$ cat config.mk
export PLATFORM = sky130hd
export DESIGN_NAME = ctrl_pipe
export DESIGN_NICKNAME = d
export VERILOG_FILES = /design/src/rtl/ctrl_pkg.sv /design/src/rtl/ctrl_decode.sv /design/src/rtl/ctrl_pipe.sv
export SDC_FILE = /design/constraint.sdc
export NUM_CORES = 1
export LEC_CHECK = 0
export ABC_AREA = 1
export ABC_CLOCK_PERIOD_IN_PS = 1450
export CAP_MARGIN = 20
export CORE_MARGIN = 8
export CORE_UTILIZATION = 41
export CTS_BUF_LIST = sky130_fd_sc_hd__clkbuf_16
export DETAILED_ROUTE_END_ITERATION = 7
export MAX_ROUTING_LAYER = met4
export PLACE_DENSITY = 0.75
export SLEW_MARGIN = 20
export SYNTH_ARGS = -nofsm -noshare
export SYNTH_HDL_FRONTEND = slang
export SYNTH_HIERARCHICAL = 1
export SYNTH_SLANG_ARGS = --single-unit
$ cat constraint.sdc
create_clock -name clk -period 1.45 [get_ports clk]
set_clock_uncertainty 0.2 [all_clocks]
set_input_delay 0.145 -clock clk [delete_from_list [all_inputs] [get_ports clk]]
set_output_delay 0.145 -clock clk [all_outputs]
set_load 0.05 [all_outputs]
$ cat src/rtl/ctrl_pkg.sv
// Shared definitions for the pipelined control unit: opcodes, select
// encodings and the control word carried from decode into EX.
package ctrl_pkg;

   localparam logic [3:0] OP_NOP  = 4'd0;
   localparam logic [3:0] OP_ADD  = 4'd1;
   localparam logic [3:0] OP_SUB  = 4'd2;
   localparam logic [3:0] OP_CMP  = 4'd3;
   localparam logic [3:0] OP_AND  = 4'd4;
   localparam logic [3:0] OP_OR   = 4'd5;
   localparam logic [3:0] OP_OUT  = 4'd6;
   localparam logic [3:0] OP_MOV  = 4'd7;
   localparam logic [3:0] OP_LDI  = 4'd8;
   localparam logic [3:0] OP_JMP  = 4'd9;
   localparam logic [3:0] OP_BR   = 4'd10;
   localparam logic [3:0] OP_CALL = 4'd11;
   localparam logic [3:0] OP_RET  = 4'd12;
   localparam logic [3:0] OP_LD   = 4'd13;
   localparam logic [3:0] OP_ST   = 4'd14;

   localparam logic [1:0] WB_ALU = 2'd0;
   localparam logic [1:0] WB_MEM = 2'd1;
   localparam logic [1:0] WB_IMM = 2'd2;
   localparam logic [1:0] WB_OTH = 2'd3;

   localparam logic [1:0] PC_LR  = 2'd0;
   localparam logic [1:0] PC_INC = 2'd1;
   localparam logic [1:0] PC_TGT = 2'd2;

   typedef struct packed {
      logic       valid;
      logic       mux2;
      logic       dmwe;
      logic       nfen;
      logic       zfen;
      logic       regwe;
      logic       lrwe;
      logic [1:0] wbsel;
   } ctrl_t;

   localparam ctrl_t CTRL_BUBBLE = '0;

endpackage

$ cat src/rtl/ctrl_decode.sv
// Pure combinational opcode decoder: produces the control word for the
// instruction in ID and which source registers it actually reads.
module ctrl_decode
   import ctrl_pkg::*;
#(
   parameter int OPW = 4
) (
   input  logic [OPW-1:0] op,
   output ctrl_t          ctrl,
   output logic [OPW-1:0] opalu,
   output logic [3:0]     opn,
   output logic           rd_rs1,
   output logic           rd_rs2
);

   // Opcodes beyond the defined range collapse to NOP before decoding
   if (OPW > 4) begin : g_wide
      assign opn = (|op[OPW-1:4]) ? OP_NOP : op[3:0];
   end else begin : g_narrow
      assign opn = 4'(op);
   end

   assign opalu = OPW'(opn);

   // Opcode-to-control table; common values first, exceptions per opcode
   always_comb begin
      ctrl       = CTRL_BUBBLE;
      ctrl.valid = 1'b1;
      ctrl.mux2  = (opn != OP_MOV);
      ctrl.dmwe  = (opn == OP_ST);
      ctrl.lrwe  = (opn == OP_CALL);
      ctrl.nfen  = (opn >= OP_ADD) && (opn <= OP_CMP);
      ctrl.zfen  = (opn >= OP_ADD) && (opn <= OP_OR);
      ctrl.regwe = 1'b1;
      ctrl.wbsel = WB_OTH;
      rd_rs1     = 1'b1;
      rd_rs2     = 1'b0;
      case (opn)
         OP_NOP, OP_JMP, OP_RET: begin
            ctrl.regwe = 1'b0;
            rd_rs1     = 1'b0;
         end
         OP_ADD, OP_SUB, OP_CMP, OP_AND, OP_OR: begin
            ctrl.wbsel = WB_ALU;
            rd_rs2     = 1'b1;
         end
         OP_OUT, OP_BR, OP_CALL: begin
            ctrl.regwe = 1'b0;
         end
         OP_LDI: begin
            ctrl.wbsel = WB_IMM;
         end
         OP_LD: begin
            ctrl.wbsel = WB_MEM;
         end
         OP_ST: begin
            ctrl.regwe = 1'b0;
            rd_rs2     = 1'b1;
         end
         default: begin
         end
      endcase
   end

endmodule

$ cat src/rtl/ctrl_pipe.sv
// Pipelined control unit: decodes in ID, carries control through EX and WB,
// owns the N/Z flags, resolves transfers in ID and handles hazards.
module ctrl_pipe
   import ctrl_pkg::*;
#(
   parameter int OPW        = 4,
   parameter int RAW        = 2,
   parameter int FLAG_STALL = 1
) (
   input  logic           clk,
   input  logic           rst,
   input  logic           id_valid,
   input  logic [OPW-1:0] id_op,
   input  logic           id_brx,
   input  logic [RAW-1:0] id_rs1,
   input  logic [RAW-1:0] id_rs2,
   input  logic [RAW-1:0] id_rd,
   input  logic           ex_nf,
   input  logic           ex_zf,
   output logic           id_ready,
   output logic           pc_en,
   output logic [1:0]     pc_sel,
   output logic           flush,
   output logic           ex_valid,
   output logic [OPW-1:0] ex_opalu,
   output logic           ex_mux2,
   output logic           ex_dmwe,
   output logic           ex_nfen,
   output logic           ex_zfen,
   output logic           wb_valid,
   output logic [1:0]     wb_sel,
   output logic           wb_regwe,
   output logic [RAW-1:0] wb_rd,
   output logic           wb_lrwe,
   output logic           flag_n,
   output logic           flag_z
);

   typedef enum logic {S_RUN, S_KILL} state_t;

   state_t         state;
   state_t         state_nxt;
   ctrl_t          dec_ctrl;
   ctrl_t          ex_q;
   ctrl_t          ex_d;
   logic [OPW-1:0] dec_opalu;
   logic [OPW-1:0] ex_opalu_d;
   logic [3:0]     dec_opn;
   logic           dec_rs1;
   logic           dec_rs2;
   logic [RAW-1:0] ex_rd;
   logic [RAW-1:0] ex_rd_d;
   logic           load_use;
   logic           flag_haz;
   logic           cur_n;
   logic           cur_z;
   logic           cond;

   ctrl_decode #(.OPW(OPW)) u_decode (
      .op     (id_op),
      .ctrl   (dec_ctrl),
      .opalu  (dec_opalu),
      .opn    (dec_opn),
      .rd_rs1 (dec_rs1),
      .rd_rs2 (dec_rs2)
   );

   assign ex_valid = ex_q.valid;
   assign ex_mux2  = ex_q.mux2;
   assign ex_dmwe  = ex_q.dmwe;
   assign ex_nfen  = ex_q.nfen;
   assign ex_zfen  = ex_q.zfen;
   assign pc_en    = id_ready;

   // Branch condition source and hazard detection against the EX stage
   always_comb begin
      cur_n = flag_n;
      cur_z = flag_z;
      if (FLAG_STALL == 0) begin
         if (ex_q.valid && ex_q.nfen) cur_n = ex_nf;
         if (ex_q.valid && ex_q.zfen) cur_z = ex_zf;
      end
      cond     = id_brx ? cur_n : cur_z;
      load_use = id_valid && ex_q.valid && (ex_opalu == OPW'(OP_LD)) &&
                 ((dec_rs1 && (id_rs1 == ex_rd)) || (dec_rs2 && (id_rs2 == ex_rd)));
      flag_haz = (FLAG_STALL != 0) && id_valid && (dec_opn == OP_BR) &&
                 ex_q.valid && (ex_q.nfen || ex_q.zfen);
   end

   // Issue control: kill after a taken transfer, then stalls, then issue
   always_comb begin
      state_nxt  = S_RUN;
      id_ready   = 1'b1;
      pc_sel     = PC_INC;
      flush      = 1'b0;
      ex_d       = CTRL_BUBBLE;
      ex_opalu_d = '0;
      ex_rd_d    = '0;
      if (state == S_RUN) begin
         if (load_use || flag_haz) begin
            id_ready = 1'b0;
         end else if (id_valid) begin
            ex_d       = dec_ctrl;
            ex_opalu_d = dec_opalu;
            ex_rd_d    = id_rd;
            case (dec_opn)
               OP_JMP, OP_CALL: begin
                  pc_sel    = PC_TGT;
                  flush     = 1'b1;
                  state_nxt = S_KILL;
               end
               OP_RET: begin
                  pc_sel    = PC_LR;
                  flush     = 1'b1;
                  state_nxt = S_KILL;
               end
               OP_BR: begin
                  if (cond) begin
                     pc_sel    = PC_TGT;
                     flush     = 1'b1;
                     state_nxt = S_KILL;
                  end else begin
                     ex_d       = CTRL_BUBBLE;
                     ex_opalu_d = '0;
                     ex_rd_d    = '0;
                  end
               end
               default: begin
               end
            endcase
         end
      end
   end

   // Kill state register
   always_ff @(posedge clk) begin
      if (rst) state <= S_RUN;
      else     state <= state_nxt;
   end

   // EX and WB pipeline registers; WB always follows EX
   always_ff @(posedge clk) begin
      if (rst) begin
         ex_q     <= CTRL_BUBBLE;
         ex_opalu <= '0;
         ex_rd    <= '0;
         wb_valid <= 1'b0;
         wb_sel   <= 2'd0;
         wb_regwe <= 1'b0;
         wb_rd    <= '0;
         wb_lrwe  <= 1'b0;
      end else begin
         ex_q     <= ex_d;
         ex_opalu <= ex_opalu_d;
         ex_rd    <= ex_rd_d;
         wb_valid <= ex_q.valid;
         wb_sel   <= ex_q.wbsel;
         wb_regwe <= ex_q.regwe;
         wb_rd    <= ex_rd;
         wb_lrwe  <= ex_q.lrwe;
      end
   end

   // Architectural flags take the live ALU flags of an enabled EX op
   always_ff @(posedge clk) begin
      if (rst) begin
         flag_n <= 1'b0;
         flag_z <= 1'b0;
      end else begin
         if (ex_q.valid && ex_q.nfen) flag_n <= ex_nf;
         if (ex_q.valid && ex_q.zfen) flag_z <= ex_zf;
      end
   end

endmodule

==> results.md <==
Placed design
• half-perimeter wire length after placement: 2699 µm
• final RePlAce weighted congestion: 0.7917
• Post-Place Setup Slack: -0.7485 ns
• DP Area: 2086 µm²
• Port-buffer cells: 38

Critical path
• worst reg2reg path startpoint: ex_rd[0]
• length in cells of the worst reg-to-reg path: 8
• required time at the worst-slack endpoint: 1.11 ns
• worst setup slack for register-to-register paths: -0.16 ns
• CP endpoint kind: output port
• worst-path fanout max: 4
• element type at the critical path start: register
• r2r endpoint: ex_q[0]
• Crit Path Class: reg2out
• crit path DAT: 1.50 ns

Detailed routing
• total detailed-routing wirelength: 3234 µm
• number of detailed-route iterations in the first pass: 4
• initial drt markers: 18
• detailed-route DRC error count: 0
• overall via count from detail_route: 1247
• wire per inst: 12.02 µm
• post-route ant nets: 0
• Vias/cell: 4.636

Yosys
• gate count of the mapped netlist: 177
• sequential-to-total area share from yosys stat: 0.4111
• area of the mapped netlist: 1217 µm²
• count of different cell masters after synthesis: 22
• total number of yosys warnings: 6
• number of nets produced by synthesis: 193
• post-synthesis sequential element count: 25
• syn_area_per_cell: 6.878 µm²

Floorplan
• die boundary width: 70.49 µm
• total die area: 4969 µm²
• ports placed on the boundary: 39
• starting density of the core: 0.4377
• die extent in y: 70.49 µm
• placeable core region: 2781 µm²
• # rows: 19

Clock tree
• Root Buffer Master: clkbuf_16
• CTS Buf Count: 3
• H-tree lvl count: 1
• clock tree from TritonCTS: yes
• worst skew pair latency: 0.26 ns
• clock slew seen by the registers of the worst setup and hold paths: 0.06 ns
• number of buffers on the longest clock path: 2
• total number of clock tree sinks: 25

Min path
• Hold EP: ex_opalu[2]
• WHS Path Cells: 4
• min-delay worst type: in2reg
• start point of the worst hold path: id_op[2]

Pwr
• areal power density over the cells: 784.5 nW/µm²
• Int Power: 1264 µW
• Sw Pwr: 447.2 µW
• part of the power in registers: 0.419
• Pleak: 0.001020 µW
• switching portion of total power: 0.2614
• part of the power in the clock network: 0.349
• IR drop worst, VDD: 0.6137 mV
• share of power burned in combinational logic: 0.231
• Total Power: 1711 µW

Flow run
• max-cap check violation count: 0

Layout
• net count reported at finish: 255
• number of antenna diodes: 0
• proportion of layout cells with a drive suffix above 1: 0.4538
• most frequent standard cell in the layout excluding fill and tap cells: nand2_1
• cell area after layout: 2181 µm²
• top library cells by usage in the layout, fill and taps aside: nand2_1, buf_4, nor2_1
• area overhead of the layout relative to synthesis: 79.14%

Timing
• final critical path time including I/O delays and setup: 1.841 ns
• Setup WS post-layout: -0.3911 ns
• count of endpoints failing hold in the final timing report: 0
• final count of negative-setup-slack endpoints: 21
• unrepaired setup endpoints after global routing: true
• achievable frequency: 0.5432 GHz
• Final Max Tran Viols: 0
• final clock period utilization by the worst path: 1.270

GRT
• number of global-route vias before repair: 1297
• pin count of the biggest net entering global routing: 17
• total congestion overflow after global routing: 0
• initial antenna violation count: 0
• first-pass GRT wire length: 5561 µm
• GRT Resource Usage Total: 0.1380

Run status
• run status: finished, violations left
• violated checks: setup timing

==> power by group through the flow <==
stage	clock, µW	sequential (µW)	combinational, µW
after floorplan	0	782	146
after global routing	636	720	425
final	598	717	396
after CTS	619	717	394
after global placement	0	731	388
after detailed placement	0	732	393
==> stage by stage <==
stage               setup TNS [ns]  cells  utilization  hold slack, ns
floorplan                   -1.022    177            -         0.06433
global placement            -14.63    264       0.7499          0.1892
detailed placement          -14.71    264       0.7499          0.1952
CTS                         -4.094    269       0.7800          0.1253
global route                -6.245    269       0.7841          0.1548
finish                      -3.834    269       0.7841          0.1323
==> how the worst max path moves through the flow <==
stage              from         to  slack [ns]  cells past startpoint
4_1_cts        ex_rd[0]  pc_sel[0]       -0.41                      9
3_3_place_gp   id_op[3]  pc_sel[0]       -0.73                     14
6_report       ex_rd[0]  pc_sel[0]       -0.39                      9
2_1_floorplan    flag_n      flush       -0.19                      6
5_1_grt        id_op[1]  pc_sel[0]       -0.49                     13
3_5_place_dp   id_op[3]  pc_sel[0]       -0.75                     14
==> cells in the mapped netlist <==
library cell | n | area share
nand3_1 | 7 | 0.029
nand3_2 | 1 | 0.0082
clkbuf_1 | 1 | 0.0031
conb_1 | 1 | 0.0031
nand2_2 | 8 | 0.041
nand4_4 | 1 | 0.017
dfxtp_1 | 25 | 0.41
buf_2 | 1 | 0.0041
a21oi_1 | 4 | 0.016
inv_1 | 19 | 0.059
buf_6 | 2 | 0.018
nor2_2 | 2 | 0.010
nand2_1 | 44 | 0.14
nor3_1 | 5 | 0.021
nand4_1 | 3 | 0.015
a211oi_1 | 1 | 0.0062
o21bai_1 | 2 | 0.012
or3_1 | 1 | 0.0051
or2_0 | 1 | 0.0051
buf_4 | 10 | 0.062
inv_2 | 5 | 0.015
nor2_1 | 33 | 0.10
==> state kept, by name, summed over array words and instances (netlist names), 2 cells and up <==
name      flops
ex_opalu      4
ex_rd         2
wb_rd         2
wb_sel        2
ex_q          4
==> what timing repair did <==
action	4_1_cts	5_1_grt
pin swaps	2	2
resized for setup	19	7
setup buffers	1	0
endpoints found under the setup margin	21	21
hold buffers	0	0
==> cell families (layout without fill, tap and decap cells) <==
group | count (synthesis) | after routing | share of synthesized area
AND/OR/NAND/NOR | 106 | 106 | 0.3895
AO/OA/AOI/OAI | 7 | 7 | 0.03494
buffers and inverters | 38 | 99 | 0.1613
flip-flops | 25 | 25 | 0.4111
other | 1 | 1 | 0.003080
==> layer usage <==
metal / wire length, µm / part of all wire / global-route usage
met5: 0 / 0 / -
met4: 64 / 0.020 / 0.04911
met3: 256 / 0.079 / 0.05650
met2: 1646 / 0.51 / 0.2485
met1: 1267 / 0.39 / 0.1280
==> worst max-delay path, stage by stage (launching register included) <==
cell and delay (ns):
dfxtp_2 0.34, inv_2 0.04, or2_0 0.19, nand3_1 0.08
nand2_1 0.07, nand2_2 0.09, nand2_4 0.09, nor2_2 0.11
nand2_2 0.07, buf_12 0.15
==> layout make-up <==
class | instances | area [µm²]
Timing Repair Buffer | 71 | 843.3
Tap cell | 31 | 38.79
Inverter | 24 | 90.09
Fill cell | 210 | 600.6
Multi-Input combinational cell | 114 | 596.8
Clock buffer | 3 | 75.07
Clock inverter | 1 | 3.754
Sequential cell | 25 | 533.0
(Power assumes the default switching activity.)
